==> src/rtl/alu_cmd_ctrl.sv <==
// rtl/alu_cmd_ctrl.sv - command sequencer feeding a 16-bit ALU from a 4-entry register file
//
// Purpose: accepts ALU commands over a valid/ready channel and loads the ALU operand
//   registers from a 4x W register file or an immediate. It captures the ALU result one
//   cycle later, writes it back to the register file, and returns it over a valid/ready
//   response channel.
// Optional feature: define ALU_CTRL_ERR_EN to treat opcodes 9-15 as illegal. Illegal
//   commands suppress write-back and respond with data 0, zero 1 and err 1.
// Ports:
//   clk, rst_n                        clock, asynchronous active-low reset
//   cmd_valid/cmd_ready               command handshake
//   cmd_op, cmd_rd, cmd_rs1, cmd_rs2  opcode and register indices
//   cmd_imm_en, cmd_imm               immediate select and value for the B operand
//   rsp_valid/rsp_ready               response handshake
//   rsp_data, rsp_zero, rsp_err       captured result, zero flag and illegal-op flag
//   A, B, ALU_Sel                     registered operands and opcode to the ALU
//   ALU_Out, Zero                     combinational result and zero flag from the ALU
//   dbg_sel, dbg_data                 combinational register file read port
module alu_cmd_ctrl #(
  parameter int W = 16
) (
  input  logic         clk,
  input  logic         rst_n,
  input  logic         cmd_valid,
  output logic         cmd_ready,
  input  logic [3:0]   cmd_op,
  input  logic [1:0]   cmd_rd,
  input  logic [1:0]   cmd_rs1,
  input  logic [1:0]   cmd_rs2,
  input  logic         cmd_imm_en,
  input  logic [W-1:0] cmd_imm,
  output logic         rsp_valid,
  input  logic         rsp_ready,
  output logic [W-1:0] rsp_data,
  output logic         rsp_zero,
  output logic         rsp_err,
  output logic [W-1:0] A,
  output logic [W-1:0] B,
  output logic [3:0]   ALU_Sel,
  input  logic [W-1:0] ALU_Out,
  input  logic         Zero,
  input  logic [1:0]   dbg_sel,
  output logic [W-1:0] dbg_data
);

  typedef enum logic [1:0] {IDLE, EXEC, RESP} state_t;

  state_t       state;
  logic [W-1:0] rf [4];
  logic [1:0]   rd_q;
  logic         illegal_q;

`ifdef ALU_CTRL_ERR_EN
  logic err_q;
  assign rsp_err = err_q;
`else
  assign illegal_q = 1'b0;
  assign rsp_err   = 1'b0;
`endif

  assign dbg_data = rf[dbg_sel];

  always_ff @(posedge clk or negedge rst_n) begin
    if (!rst_n) begin
      state     <= IDLE;
      cmd_ready <= 1'b1;
      rsp_valid <= 1'b0;
      rsp_data  <= '0;
      rsp_zero  <= 1'b0;
      A         <= '0;
      B         <= '0;
      ALU_Sel   <= '0;
      rd_q      <= '0;
      for (int i = 0; i < 4; i++) rf[i] <= '0;
`ifdef ALU_CTRL_ERR_EN
      illegal_q <= 1'b0;
      err_q     <= 1'b0;
`endif
    end else begin
      case (state)
        IDLE: begin
          if (cmd_valid) begin
            // Sources are sampled here, so rd aliasing rs1/rs2 reads the old value.
            A         <= rf[cmd_rs1];
            B         <= cmd_imm_en ? cmd_imm : rf[cmd_rs2];
            ALU_Sel   <= cmd_op;
            rd_q      <= cmd_rd;
            cmd_ready <= 1'b0;
            state     <= EXEC;
`ifdef ALU_CTRL_ERR_EN
            illegal_q <= (cmd_op > 4'd8);
`endif
          end
        end
        EXEC: begin
          rsp_data  <= illegal_q ? '0 : ALU_Out;
          rsp_zero  <= illegal_q ? 1'b1 : Zero;
          rsp_valid <= 1'b1;
          if (!illegal_q) rf[rd_q] <= ALU_Out;
`ifdef ALU_CTRL_ERR_EN
          err_q     <= illegal_q;
`endif
          state     <= RESP;
        end
        RESP: begin
          // cmd_ready only rises after the handshake, so no accept overlaps it.
          if (rsp_ready) begin
            rsp_valid <= 1'b0;
            cmd_ready <= 1'b1;
            state     <= IDLE;
          end
        end
        default: begin
          state     <= IDLE;
          cmd_ready <= 1'b1;
          rsp_valid <= 1'b0;
        end
      endcase
    end
  end

endmodule

==> config.mk <==
export PLATFORM = sky130hd
export DESIGN_NAME = alu_cmd_ctrl
export DESIGN_NICKNAME = d
export VERILOG_FILES = /design/src/rtl/alu_cmd_ctrl.sv
export SDC_FILE = /design/constraint.sdc
export NUM_CORES = 1
export LEC_CHECK = 0
export CAP_MARGIN = 15
export CORE_MARGIN = 3
export CORE_UTILIZATION = 53
export CTS_BUF_LIST = sky130_fd_sc_hd__clkbuf_4
export DETAILED_ROUTE_END_ITERATION = 10
export PLACE_DENSITY = 0.85
export SLEW_MARGIN = 20
export SYNTH_ARGS = -nofsm -noshare
export SYNTH_HDL_FRONTEND = slang
export SYNTH_SLANG_ARGS = --single-unit
==> constraint.sdc <==
create_clock -name clk -period 1.85 [get_ports clk]
set_input_delay 0.2775 -clock clk [delete_from_list [all_inputs] [get_ports clk]]
set_output_delay 0.2775 -clock clk [all_outputs]
set_load 0.01 [all_outputs]
# --- After elaboration in Yosys (flattened, before gate mapping) ---
# Cells that the tools add are included.
classes:
  eq_ne: 4
  n_bitwise: 6
  magnitude_cmp: 5
  n_reduce_logical: 6
  n_mux: 21
ops:
  columns: ["cell", "count"]
  rows:
  - ["$mux 16", 8]
  - ["$bmux 16 s2", 3]
  - ["$bwmux 64", 1]
  - ["$demux 16 s2", 1]
  - ["$ge 3x3->1 const B", 4]
  - ["$not 2->3", 4]
  - ["$pmux 1 s3", 2]
  - ["$pmux 2 s3", 1]
  - ["$reduce_and 2->1", 3]
  - ["$mux 2", 2]
  - ["$ne 2x2->1 const B", 2]
  - ["$lt 3x1->1 const B", 1]
  - ["$mux 1", 3]
  - ["$reduce_and 3->1", 1]
  - ["$eq 2x1->1 const B", 1]
  - ["$eq 2x2->1 const B", 1]
  - ["$logic_not 2->1", 1]
  - ["$not 1->1", 2]
  - ["$logic_and 1x1->1", 1]
totals:
  ff_bits: 123
  output_inout_bits: 72

# --- Logic depth before layout (Yosys ltp) ---
logic_depth:
  ltp_word: 6
  depth_mapped: 5
  depth_no_buf: 3

# --- Worst setup path after synthesis ---
# No wires, ideal clock.
synth_timing:
  path_kind: "input -> output"
  start: "input dbg_sel[0]"
  end: "output dbg_data[10]"
  t_required_ps: 1572
  stages: 3
  path_buffers: 2
  slack_ps: 207
  arrival_ps: 1366
  cell_sequence: "buf_2 -> buf_2 -> mux4_2"
synth_via:
  elab_chain_cells: 4
synth_rtl:
  columns: ["item", "line", "rtl"]
  rows:
  - ["start: declaration", "42", "input logic [1:0] dbg_sel,"]
  - ["$not 2->3 (implied by the code)", "61", "assign dbg_data = rf[dbg_sel];"]
  - ["$bmux 16 s2", "61", null]
  - ["$mux 16 (implied by the code) (2 in series)", "61", null]
  - ["end: declaration", "43", "output logic [W-1:0] dbg_data"]
# No other way between the ends. The select of a mux whose other input is x is not followed.

# --- Worst setup path in the final report ---
layout_timing:
  start: "register rf[13] in the netlist's numbering"
  end: "output dbg_data[13]"
layout_via:
  elab_chain_cells: 3
layout_rtl:
  columns: ["item", "line", "rtl"]
  rows:
  - ["start: declaration", "49", "logic [W-1:0] rf [4];"]
  - ["start signal: indexed assignment", "99", "if (!illegal_q) rf[rd_q] <= ALU_Out;"]
  - ["$bmux 16 s2", "61", null]
  - ["$mux 16 (implied by the code) (2 in series)", "61", null]
# No other way between the ends. The select of a mux whose other input is x is not followed.

==> out/results.txt <==
Comb power frac = 0.496
Crit Path Max Fanout = 2
CTS root buf = clkbuf_4
synth cell count leaders = dfrtp_1 (122), mux2_2 (103), mux4_2 (48)
drt total wl = 15,500 um
Final Hold Viols = 0
Detail Route Antenna Nets = 0
DP Cell Count = 612
DR WL/cell = 21.8 um
reg-to-reg slack, setup = 0.13 ns
Boundary Pins = 122
largest net degree at the start of global routing = 54
Clk Latency, worst-skew pair = 0.52 ns
Horiz. Die Dim = 112 um
Final min period = 1.83 ns
Antenna diodes = 0
Syn Std Cell Area = 5920 sq um
max-slew violations = 0
cell depth of the worst flop-to-flop path = 4
DR iter-0 viols = 288
main flop type after synthesis = dfrtp_1
total power = 14,200 uW
first-pass GRT wire length = 24,600 um
antenna violations before repair = 0
sequential element share of the synthesized area = 0.520
Final setup viols = 0
Port Buf Inserts = 120
Max IR drop VDD = 944 uV
Hold WC Path Type = input port to async pin
dpl hpwl = 9410 um
Placement Cell Area = 7400 sq um
Synth Warn # = 0
Vias/cell = 5.89
critical setup path kind = register to primary output
Pint = 9770 uW
fin crit share = 0.990
CTS tree = yes
final net count = 614
CP endpoint kind = primary output
Rows = 37
share of cells above drive strength 1 = 0.502
Initial Utilization = 0.558
drt drc = 0
CTS sink cnt = 123
Die Span Y = 112 um
Worst Skew = 0.0161 ns
Post-synth EDFFs = 0
Min Hold Slack = 0.226 ns
GR Overflow Total = 0
dominant cells by area after synthesis = dfrtp_1 (52%), mux2_2 (20%), mux4_2 (18%), mux2i_1 (2.7%), a21oi_1 (1.4%)
status = completed
count leader, synth = dfrtp_1
gr usage total = 0.257
Core Area = 10,600 sq um
Sw Share = 0.311
H-tree depth = 4
number of global-route vias before repair = 4,612
RSZ-0062 raised after global routing = true
Max Freq = 0.546 GHz
cells after synthesis = 364
syn_area_per_cell = 16.3 sq um
Cell Count, Final, Fillers Out = 712
fin area = 8250 sq um
Mapped Nets = 414
Die Area = 12,500 sq um
ys async rst share = 1.00
Reg clk slew, reported paths = 0.11 ns
area delta synth->final = 39.5%
routability cong. = 0.777
via count = 4,196
leakage = 0.00354 uW
Clock Power Share = 0.154
count of cell types in the netlist = 26
sw power = 4420 uW
required time worst endpoint = 1.57 ns
Synth top area share = 0.516
Clock Tree Buf Depth = 2
PD cells = 1720 nW/um^2
CTS Buf Count = 17
reg-to-reg startpoint = state[0]
Seq cells post-synth = 123
largest area contributor in the netlist = dfrtp_1
router iterations before antenna repair = 4
Seq pwr share = 0.350
Reg-to-Reg End = rf[30]
number of max-cap violations = 0
Worst Setup Start Kind = register
CP arrival = 1.55 ns
-- metal layers --
metal / up-vias / part of all wire / global-route usage
met5: - / 0 / 0
met4: 0 / 0.034 / 0.133
met3: 41 / 0.062 / 0.0701
met2: 184 / 0.51 / 0.424
met1: 2172 / 0.39 / 0.311
li1: 1799 / - / -
-- what timing repair did --
action                                  in CTS  in global routing
hold buffers                                 1                  0
hold endpoints to repair                    26                  0
gates cloned                                 1                  0
buffers inserted                            50                 17
gates resized for setup                     71                  7
endpoints found under the setup margin      17                 32
-- kinds of logic after synthesis --
| family | share of synthesized area |
|---|---|
| AO/OA/AOI/OAI | 0.0180 |
| buffers and inverters | 0.0279 |
| flip-flops | 0.520 |
| multiplexers | 0.406 |
| other | 0.000634 |
| AND/OR/NAND/NOR | 0.0273 |
-- cells in the final DEF, fill, tap and decap left out, drive strengths merged --
cell	netlist	final
nand2	1	1
or3	1	1
mux2	103	103
dfrtp	122	122
nand2b	1	1
mux4	48	48
dlygate4sd3	0	1
bufinv	0	5
dlygate4sd2	0	2
clkbuf	4	20
inv	1	1
dfstp	1	1
nand4	1	1
nor3b	3	3
a21oi	17	17
clkinv	0	6
o22a	1	1
o21a	1	1
conb	1	1
nor2	17	17
clkdlybuf4s50	0	101
nor3	1	1
mux2i	16	16
buf	23	104
o21ai	1	1
-- area by class of cell --
| cell class | instances | area (sq um) |
|---|---|---|
| Sequential cell | 123 | 3080 |
| Clock buffer | 20 | 150 |
| Multi-Input combinational cell | 213 | 2690 |
| Inverter | 1 | 3.75 |
| Timing Repair Buffer | 208 | 1990 |
| Tap cell | 136 | 170 |
| Clock inverter | 11 | 175 |
| Fill cell | 633 | 2350 |
-- state kept, by name, summed over array words and instances (netlist names) --
| name | count |
|---|---|
| B | 16 |
| state | 2 |
| rd_q | 2 |
| cmd_ready | 1 |
| A | 16 |
| ALU_Sel | 4 |
| rsp_zero | 1 |
| rf | 64 |
| rsp_data | 16 |
| rsp_valid | 1 |
-- how the worst max path moves through the flow --
stage               start            to  slack [ns]  cells past startpoint
6_report           rf[13]  dbg_data[13]        0.02                      2
2_1_floorplan  dbg_sel[0]  dbg_data[10]        0.21                      3
4_1_cts            rf[55]   dbg_data[7]       -0.02                      2
3_5_place_dp   dbg_sel[0]  dbg_data[12]       -0.46                      4
3_3_place_gp   dbg_sel[0]   dbg_data[8]       -0.46                      4
5_1_grt            rf[53]   dbg_data[5]       -0.05                      2
-- metrics by stage --
step	TNS (ns)	utilization	setup slack (ns)
finish	0	0.778	0.0177
global route	-0.613	0.778	-0.0535
CTS	-0.0664	0.762	-0.0231
detailed placement	-8.48	0.698	-0.457
global placement	-8.25	0.698	-0.459
floorplan	0	-	0.207
-- critical path: stages, from the launching register on --
cell and delay [ns]:
dfrtp_1 0.41, mux4_2 0.49, buf_6 0.14
-- power by group through the flow --
stage	sequential (uW)	clock (uW)	combinational, uW
after floorplan	5180	0	3030
after global placement	5090	0	5510
after detailed placement	5210	0	5660
after CTS	4920	2240	6610
after global routing	5110	2340	7480
final	4960	2190	7030
(Power assumes the default switching activity.)
